[config.mk]
export PLATFORM = sky130hd
export DESIGN_NAME = chan_arbiter
export DESIGN_NICKNAME = d
export VERILOG_FILES = /design/src/rtl/chan_arbiter.sv
export SDC_FILE = /design/constraint.sdc
export NUM_CORES = 1
export LEC_CHECK = 0
export CAP_MARGIN = 15
export CORE_UTILIZATION = 40
export DETAILED_ROUTE_END_ITERATION = 7
export PLACE_DENSITY = 0.82
export RECOVER_POWER = 50
export SLEW_MARGIN = 20
export SYNTH_ARGS = -nofsm -noshare
export SYNTH_HDL_FRONTEND = slang
export SYNTH_SLANG_ARGS = --single-unit
[constraint.sdc]
create_clock -name clk -period 4.5 [get_ports clk]
set_input_delay 0.675 -clock clk [delete_from_list [all_inputs] [get_ports clk]]
set_output_delay 0.675 -clock clk [all_outputs]
set_load 0.02 [all_outputs]
[src/rtl/chan_arbiter.sv]
// Round-robin block arbiter: merges framed blocks from NCH channel processors onto one
// 16-bit stream. Define CHAN_ARBITER_TIMEOUT_EN to enable the DATA-stall watchdog.
module chan_arbiter #(
    parameter int NCH    = 16,
    parameter int GAPCYC = 1
) (
    input  logic              clk,
    input  logic              reset,
    input  logic [NCH-1:0]    req,
    output logic [NCH-1:0]    ack,
    input  logic [16*NCH-1:0] din,
    output logic [15:0]       dout,
    output logic              dvalid,
    input  logic              dready,
    output logic              dlast,
    input  logic [NCH-1:0]    cmask,
    output logic              hdr_err,
    output logic              busy
);
    localparam int GW = (NCH > 1) ? $clog2(NCH) : 1;
    localparam int CW = $clog2(GAPCYC + 2);
    localparam logic [CW-1:0] GAP_LAST = CW'((GAPCYC > 0) ? GAPCYC - 1 : 0);

    typedef enum logic [1:0] {IDLE, HDR, DATA, GAP} state_t;

    state_t          state, nxt;
    logic [GW-1:0]   grant, ptr, pick;
    logic            found;
    logic [8:0]      cnt, hdr_cnt;
    logic [CW-1:0]   gap_cnt;
    logic            blk_end;
    logic [15:0]     din_a [NCH];
    logic [15:0]     word;
    logic [NCH-1:0]  elig;
    logic            req_g, space, take, last, discard, fin, force_eop;

    for (genvar k = 0; k < NCH; k++) begin : g_din
        assign din_a[k] = din[16*k +: 16];
    end

    assign word    = din_a[grant];
    assign req_g   = req[grant];
    assign elig    = req & ~cmask;
    // The output register can take a word when empty or being drained this cycle.
    assign space   = !dvalid || dready;
    assign take    = ((state == HDR) || (state == DATA)) && req_g && space;
    assign hdr_cnt = {1'b0, word[7:0]} + {8'd0, word[14]};
    assign last    = (state == HDR) ? (hdr_cnt == 9'd0) : (cnt == 9'd1);
    assign discard = take && (state == HDR) && !word[15];
    assign fin     = take && (discard || last);

    // Round-robin search starting just above the last granted channel.
    always_comb begin
        found = 1'b0;
        pick  = '0;
        for (int i = 1; i <= NCH; i++) begin
            if (!found && elig[(int'(ptr) + i) % NCH]) begin
                found = 1'b1;
                pick  = GW'((int'(ptr) + i) % NCH);
            end
        end
    end

`ifdef CHAN_ARBITER_TIMEOUT_EN
    logic [7:0] wd;

    always_ff @(posedge clk) begin
        if (reset || take || (state != DATA)) wd <= 8'd0;
        else if (!req_g && (wd != 8'hFF))     wd <= wd + 8'd1;
    end

    assign force_eop = (state == DATA) && !req_g && (wd == 8'hFF) && space;
`else
    assign force_eop = 1'b0;
`endif

    always_ff @(posedge clk) begin
        if (reset) state <= IDLE;
        else       state <= nxt;
    end

    always_comb begin
        nxt = state;
        case (state)
            IDLE: if (found) nxt = HDR;
            HDR, DATA: begin
                if (force_eop) nxt = IDLE;
                else if (take) nxt = (GAPCYC == 0) ? (fin ? IDLE : DATA) : GAP;
            end
            GAP: if (gap_cnt == GAP_LAST) nxt = blk_end ? IDLE : DATA;
            default: nxt = IDLE;
        endcase
    end

    always_comb begin
        ack = '0;
        if (take) ack[grant] = 1'b1;
        busy = (state != IDLE);
    end

    always_ff @(posedge clk) begin
        if (reset) begin
            grant   <= '0;
            ptr     <= GW'(NCH - 1);
            cnt     <= 9'd0;
            gap_cnt <= '0;
            blk_end <= 1'b0;
            dout    <= 16'd0;
            dvalid  <= 1'b0;
            dlast   <= 1'b0;
            hdr_err <= 1'b0;
        end else begin
            hdr_err <= discard || force_eop;
            if ((state == IDLE) && found) grant <= pick;
            if (take) begin
                gap_cnt <= '0;
                blk_end <= fin;
                cnt     <= (state == HDR) ? hdr_cnt : cnt - 9'd1;
            end else if (state == GAP) begin
                gap_cnt <= gap_cnt + CW'(1);
            end
            if (fin || force_eop) ptr <= grant;
            if (take && !discard) begin
                dout   <= word;
                dvalid <= 1'b1;
                dlast  <= last;
            end else if (force_eop) begin
                dout   <= 16'h7FFF;
                dvalid <= 1'b1;
                dlast  <= 1'b1;
            end else if (dready) begin
                dvalid <= 1'b0;
                dlast  <= 1'b0;
            end
        end
    end

endmodule
==> results.md, run 1 <==
Timing:
- Adding up every negative setup slack in the final design gives 0 ns.
- Hold timing on the final database bottoms out at a slack of between 0.4 and 0.5 ns.
- Counting I/O delays and the setup requirement, the final critical path takes between 4 and 5 ns.
- For the final database, setup skew stands at 0.00965 ns.
- Setup repair after global routing left no endpoint under its margin.
- The final hold violation count is 0.
- The total count of max-transition violations in the final report came to 0.
- The worst path uses 96.6% of the clock period.
- The fmax is 230 MHz.
- At the pin with the least slew margin, the transition time is just over 0.8 ns.
- The number of failing setup endpoints in the final timing report is 0.
- The tightest slew margin relative to the limit is a little under half.

Worst setup path:
- The standard cell with the maximum stage delay on the critical path is dlygate4sd3_1.
- The critical path goes through dlygate4sd3_1 > mux4_2 > mux4_2 > and3_1 > inv_2 > or3_1 > nor3_1 > clkdlybuf4s50_1.
- Counting buffers and inverters, the worst setup path is 8 cells deep.
- The critical path contains buffers and inverters numbering 3 combined.
- The worst path arrival time is between 3 and 4 ns.
- The worst-case register-to-register setup slack is 0.44 ns.
- The worst setup path startpoint is req[3].
- At the worst endpoint, the required time is 3.83 ns.
- The type of element launching the critical path is a primary input.
- The most numerous cell type found on the critical path is mux4_2.
- The worst flop-to-flop path endpoint is ptr[2].
- The startpoint identified for the worst register-to-register timing path is grant[0].
- The critical path class is in -> out.
- Along the worst path, the maximum fanout reaches 8.
- On the worst path, the slowest cell contributes a delay of just under 0.6 ns.
- Measured in cells, the most critical reg-to-reg path has a length of 11.
- The sort of element at the end of the critical path is an output port.
- The cell family contributing the most delay on the critical path is buffers and inverters.
- The end point of the critical path is ack[0].

Finish:
- The filler cell count in the final layout is approximately 1400.
- The most common cell after layout, fill and taps aside is clkdlybuf4s50_1.
- Registers take 830 µm².
- After the last flow step, the layout net total stands at approximately 1300.
- The top cell types in the final layout, fill and taps aside, are 305 x clkdlybuf4s50_1, 118 x mux4_2, 78 x nor2_1.
- The total area of multi-input combinational cells is around 5600 µm².
- The layout overhead on the synthesized area is 55.5%.
- The post-route netlist has 18.7% of its cells at a drive strength greater than 1.

Pwr:
- The reported leakage power is approximately 3.8 nW.
- IR analysis of the VDD net gives a maximum drop of approximately 0.27 mV.
- Of the total power, combinational logic draws a little under 80%.
- Of the total power, the share spent switching nets is around 48%.
- In this run, flip-flops and latches consume 14.6% of the power.
- The total power per unit cell area is 443 nW/µm².
- The clock network fraction of design power is 8.2%.
- The design draws ~0.0047 W.
- For this design the total switching power over the nets is 0.00225 W.
- The internal portion of the total power is 0.00242 W.

Synth:
- In the post-synthesis netlist, the biggest area contributors are mux4_2 39%, dfxtp_1 12%, mux2i_1 5.6%.
- The sequential element share of the synthesized area is between 10% and 20%.
- The gate count of the mapped netlist is approximately 700.
- For this run, the number of Yosys warnings is 0.
- The mapped netlist covers approximately 6800 µm².
- The commonest register cell after synthesis is dfxtp_1.
- The post-synthesis cell type with the largest combined area is mux4_2.
- The unique cell type count in the Yosys netlist is 75.
- The number of flops mapped to enable cells by yosys is 0.
- Synthesis produced a netlist with a net count of roughly 1000.
- The share of flip-flops with an asynchronous set or reset after synthesis is 0%.
- In this run the biggest area consumer among cell types represents 39.2% of the synthesized area.
- The synthesized area per cell is 9.73 µm².
- The number of synthesized register bits is 41.

Floorplan:
- The core region is between 15000 and 20000 µm².
- The die is between 100 and 150 µm tall.
- The width of the chip is 132 µm.
- The number of cell rows is 47.
- The top-level port count is 327.
- Once the floorplan was initialized, standard cells occupied between 40% and 50% of the core.
- The floorplan die area is around 17000 µm².

Placed design:
- The routability congestion estimate from global placement is 1.06.
- The count of buffers inserted at the top-level ports is about 330.
- Once detailed placement completed, the half-perimeter wirelength came to 26600 µm.

Drt:
- The antenna violation net count after detailed routing is 0.
- The routed layout has approximately 7800 vias.
- The mean number of vias per cell is approximately 6.2.
- The first routing iteration left between 900 and 1000 violations.
- The first detailed-routing pass ran for 6 iterations.
- The average wire per standard cell is 25.6 µm.
- For this block, the routed nets add up to 32000 µm of wire.
- In the routed design, unresolved DRC markers number 0.

Clocking:
- The total of cells resized after clock tree synthesis is 0.
- The clock tree from TritonCTS is done.
- The insertion delay to the later sink of the worst-skew pair is 0.29 ns.
- The clock transition at the registers of the reported paths is around 0.070 ns.
- The number of buffers on the longest clock path is 2.
- The clock net in this run drives a total of a little over 40 sinks.
- The root cell of the clock tree is clkbuf_16.
- For this design, the CTS-stage hold fixing added 0 buffers.
- The post-CTS setup buffer count is 0.
- Buffers inserted during clock tree synthesis total 5.
- The number of H-tree branching levels is 2.

Min path:
- In this run the worst hold path is classified as reg -> reg.

Flow run:
- The max capacitance violation total is 0.

Status:
- The flow ran to the end, and the final reports show no timing, DRC or antenna violations.

Global route:
- The maximum number of pins on one net before global-route repair is 36.
- The number of global-route vias before repair is approximately 7300.
- The initial antenna violation count came to 23.
- For this run, the total global-route usage over all layers was measured as between 30% and 40%.
- The global-route wire length before repair is 46700 µm.
- Summed over all layers, the global routing overflow is 0.
[cells by family after synthesis]
| logic type | count (synthesis) | synth area share (%) |
|---|---|---|
| xor gates and xnor gates | 19 | 2.57 |
| adders and majority gates | 16 | 2.95 |
| and+or+nand+nor | 250 | 18.3 |
| DFF | 41 | 12.1 |
| AOI/OAI and AO/OA | 126 | 12.2 |
| muxes | 168 | 47.0 |
| buffers and inverters | 77 | 4.82 |
[layer usage]
metal  track usage (%)  vias up  part of all wire (%)
met4              28.7        2                   8.0
li1                  -     3389                     -
met5                 0        -                 0.047
met1              46.7     3673                    36
met2              53.3      593                    45
met3              7.07      104                    10
[power groups by stage]
stage                     registers, W  logic [W]  clock network, W
after floorplan               0.000669    0.00238                 0
after global placement        0.000687    0.00350                 0
after detailed placement      0.000690    0.00354                 0
after CTS                     0.000684    0.00355          0.000388
after global routing          0.000704    0.00384          0.000402
final                         0.000683    0.00360          0.000383
[how the worst min path moves through the flow]
stage	startpoint	end	slack [ns]	cells past startpoint
4_1_cts	blk_end	blk_end	0.46	2
3_5_place_dp	blk_end	blk_end	0.45	2
3_3_place_gp	blk_end	blk_end	0.44	2
5_1_grt	blk_end	blk_end	0.48	2
6_report	blk_end	blk_end	0.47	2
2_1_floorplan	blk_end	blk_end	0.44	2
[registers in the layout (all words and copies together), names as in the netlist]
| name | count |
|---|---|
| dvalid | 1 |
| dlast | 1 |
| cnt | 9 |
| blk_end | 1 |
| grant | 4 |
| ptr | 4 |
| dout | 16 |
| gap_cnt | 2 |
| hdr_err | 1 |
| state | 2 |
[final cells by class]
type	instances	share of cell area [%]
multi-input cells	579	53.4
repair buffers	357	33.3
flip-flops and latches	41	7.87
well taps	220	2.61
clock buffers	5	1.19
inverters	23	0.819
diodes	23	0.546
clock inverters	3	0.273
[synthesized netlist by cell type (3+ instances only)]
library cell,n
dfxtp_1,41
o21ai_0,28
mux2i_1,38
nand2_1,59
or3_1,8
ha_1,16
a22oi_1,8
a221oi_1,5
o211ai_1,3
a31oi_1,5
mux2i_2,4
o31ai_1,3
a21oi_1,33
nor2_1,78
nor4_1,5
o22ai_1,7
nand4_1,5
nand2b_1,21
nor2b_1,18
nor3_1,18
and3_1,4
a211oi_1,4
mux2_2,7
inv_2,5
clkbuf_1,30
buf_1,8
mux4_2,118
xor2_1,3
inv_1,17
a22o_1,3
buf_2,12
xnor2_1,15
nand3_1,16
[metrics by stage]
step,instance area [µm²],setup WS [ns],utilization (%),std cells
global route,10500,0.0495,63.6,1249
floorplan,6780,0.393,-,697
finish,10500,0.153,63.6,1251
CTS,10500,0.256,63.2,1228
detailed placement,10300,0.270,62.3,1220
global placement,10300,0.289,62.3,1220
[worst reg2reg max path, delay by kind of cell (launching register included)]
family	cells	cell delay [ns]
AO/OA/AOI/OAI	1	0.34
adder cells (fa/ha/maj)	2	0.58
flip-flops	1	0.80
multiplexers	3	1.45
AND/OR/NAND/NOR	5	0.78
Power figures use the tool's default switching activity.
==> run 2: changes to the inputs <==
ABC_CLOCK_PERIOD_IN_PS = 4500   (was default)
CTS_CLUSTER_SIZE = 10   (was default)
==> results of run 2 <==
Same layout as run 1: the final DEF is identical, and so are final timing and power.
==> run 3: changes to the inputs <==
CTS_CLUSTER_SIZE = 14   (was 10)
DONT_BUFFER_PORTS = 1   (was default)
PLACE_DENSITY = 0.57   (was 0.82)
SKIP_CTS_REPAIR_TIMING = 1   (was default)
==> results.md, run 3 (same netlist as run 1, synthesis figures left out) <==
Clocking:
- The clock tree from TritonCTS is done.
- The number of buffers inserted during clock tree synthesis is 5 (unchanged).
- The clock transition at the registers of the reported paths was 0.06 ns (about the same).
- The number of sinks on the clock net came to 41 (unchanged).
- The root cell of the clock tree is clkbuf_16.
- The number of H-tree branching levels is 2 (unchanged).
- The number of buffers on the longest clock path is 2 (unchanged).
- The insertion delay to the later sink of the worst-skew pair is 0.28 ns (about the same).

Global route:
- The maximum number of pins on one net before global-route repair is 42 (+17%).
- The number of global-route vias before repair is 6245 (-14%).
- The leftover overflow at the end of global routing was 0 (unchanged).
- The global-route wire length before repair is 42200 µm (-9.6%).
- The initial antenna violation count is 25 (+8.7%).
- The aggregate global-route resource usage is 33.0% (-3.1 points).

Finish:
- Relative to the synthesized area, the layout overhead comes to 7.51%.
- The most common cell after layout, fill and taps aside is mux4_2.
- The final cell count without fillers is 924 (-26%).
- The number of flip-flops in the largest register was 16 (unchanged).
- The area occupied by registers is 830 µm² (unchanged).
- More flip-flops sit in one register than any other, and that register is dout.
- The share of cells above drive strength 1 is 28.1% (+9.4 points).
- The total area of multi-input combinational cells was 5630 µm² (unchanged).
- The largest registers in the layout are dout x16, cnt x9.
- The filler cell count in the final layout is 1609 (+18%).
- Leaving out fill and tap cells, the most frequent cells in the layout are 118 x mux4_2, 78 x nor2_1, 59 x nand2_1.
- The post-layout net count is 995 (-24%).

Worst setup path:
- The maximum net fanout on the critical path is 31 (+23).
- The delay of the slowest critical-path stage is 0.73 ns (+0.14 ns).
- The largest individual stage delay along the critical path comes from the cell dfxtp_4.
- The worst register-to-register path begins at ptr[2].
- The worst setup path is launched from a flip-flop.
- The data required time of the critical path is 3.83 ns (about the same).
- In this run the worst setup path begins at grant[0].
- The cell family contributing the most delay on the critical path is simple AND/OR/NAND/NOR gates.
- STA classifies the critical path endpoint as an output port.
- The buffers plus inverters on the worst setup path is 2 (-1).
- The worst path arrival time is 3.25 ns (-0.42 ns).
- Walking the worst path, the cells encountered are buf_4 > mux4_2 > mux4_2 > and3_1 > buf_4 > nand3_1 > nor3_1.
- The critical path class is reg -> out.

Timing:
- The total count of max-transition violations in the final report was 0 (unchanged).
- The slew at the pin closest to its max-slew limit came to 0.662 ns (-0.155 ns).
- Setup repair after global routing left no endpoint under its margin.
- The fmax came to 254 MHz (+11%).
- The number of failing setup endpoints in the final timing report came to 0 (unchanged).
- The final worst-path setup slack was 0.570 ns (+0.417 ns).
- The minimum clock period is 3.93 ns (-0.417 ns).
- The sum of negative setup slack was 0 ns (unchanged).
- The tightest slew margin relative to the limit came to 55.5% (+10 points).
- The final hold violation count is 0 (unchanged).
- The final period utilization is 87.3% (-9.3 points).
- The final clock skew was 0.00519 ns (-0.00446 ns).
- The smallest hold slack came to 0.449 ns (-0.0179 ns).

Placed design:
- The count of buffers inserted at the top-level ports is 0 (-100%).
- The number of cells in the design after placement is 901 (-26%).
- The pre-CTS setup slack was 0.727 ns (+0.456 ns).
- The HPWL after detailed placement came to 24500 µm (-8.1%).
- The routability congestion estimate from global placement is 0.990 (-6.3%).

Min path:
- The beginning of the worst hold path is reset.
- The class of the tightest hold or removal check is in -> reg.

Drt:
- The average wire per standard cell is 31.6 µm (+24%).
- The violation count after the first detailed-route iteration is 734 (-25%).
- The final wirelength came to 29200 µm (-8.7%).
- The total via count in the routed design was 6458 (-17%).
- The mean number of vias per cell came to 6.99 (+13%).
- The antenna violation net count after detailed routing is 0 (unchanged).
- The count of unresolved DRC violations after routing is 0 (unchanged).
- The number of optimization iterations in the first detailed-route pass is 5 (-1).

Floorplan:
- The width of the chip is 132 µm (unchanged).
- The placeable core area was 16600 µm² (unchanged).
- The number of cell rows is 47 (unchanged).
- The floorplan die area is 17500 µm² (unchanged).
- The top-level port count is 327 (unchanged).
- The die boundary height is 132 µm (unchanged).
- The initial core utilization is 40.9% (unchanged).

Pwr:
- The total power per unit cell area is 581 nW/µm² (+31%).
- The maximum vdd ir drop was 0.245 mV (-9.8%).
- The reported leakage power is 2.51 nW (-34%).

Flow run:
- The max capacitance violation total is 0 (unchanged).

Status:
- The run finished with clean final reports.
[run 3: cell type report]
type	count	share of cell area, %
Clock buffer	7	1.96
Inverter	23	1.18
Timing Repair Buffer	38	3.88
Tap cell	220	3.78
Antenna cell	16	0.549
Multi-Input combinational cell	579	77.3
Sequential cell	41	11.4
[run 3: report_power, final]
part	switching, W	total (W)	leakage (nW)	internal [W]
combinational	0.00167	0.00306	2.10	0.00139
sequential	0.000315	0.000819	0.336	0.000504
clock	0.000142	0.000360	0.0701	0.000218
total	0.00212	0.00424	2.51	0.00211
[run 3: per-layer routing]
layer	vias up	share of wire, %	GRT usage (%)
met3	65	15	14.1
met2	484	46	51.1
met5	-	0.31	0
li1	2732	-	-
met1	3163	36	42.1
met4	14	2.7	9.32
[run 3: worst register-to-register path, cell delays in order (launching register included)]
cell and delay [ns]:
dfxtp_1 0.34, inv_2 0.15, ha_1 0.73, mux4_2 0.45
mux4_2 0.63, a211oi_1 0.27, nand4_1 0.26, o21ai_1 0.40
and2_1 0.21, nor3_1 0.07, a221oi_2 0.24
[run 3: path summary, 6_finish.rpt]
check	to	slack (ns)	cells after the start
setup reg to reg	grant[1]	0.66	10
setup / recovery	ack[3]	0.57	7
hold / removal	grant[1]	0.45	1
hold reg to reg	blk_end	0.46	2
[run 3: metrics by stage]
step / area (µm²) / util (%) / power [W]
4_1_cts: 7250 / 43.7 / 0.00422
3_3_place_gp: 7110 / 42.9 / 0.00385
5_1_grt: 7250 / 43.7 / 0.00452
6_report: 7290 / 44.0 / 0.00424
2_1_floorplan: 6780 / - / 0.00304
3_5_place_dp: 7110 / 42.9 / 0.00385
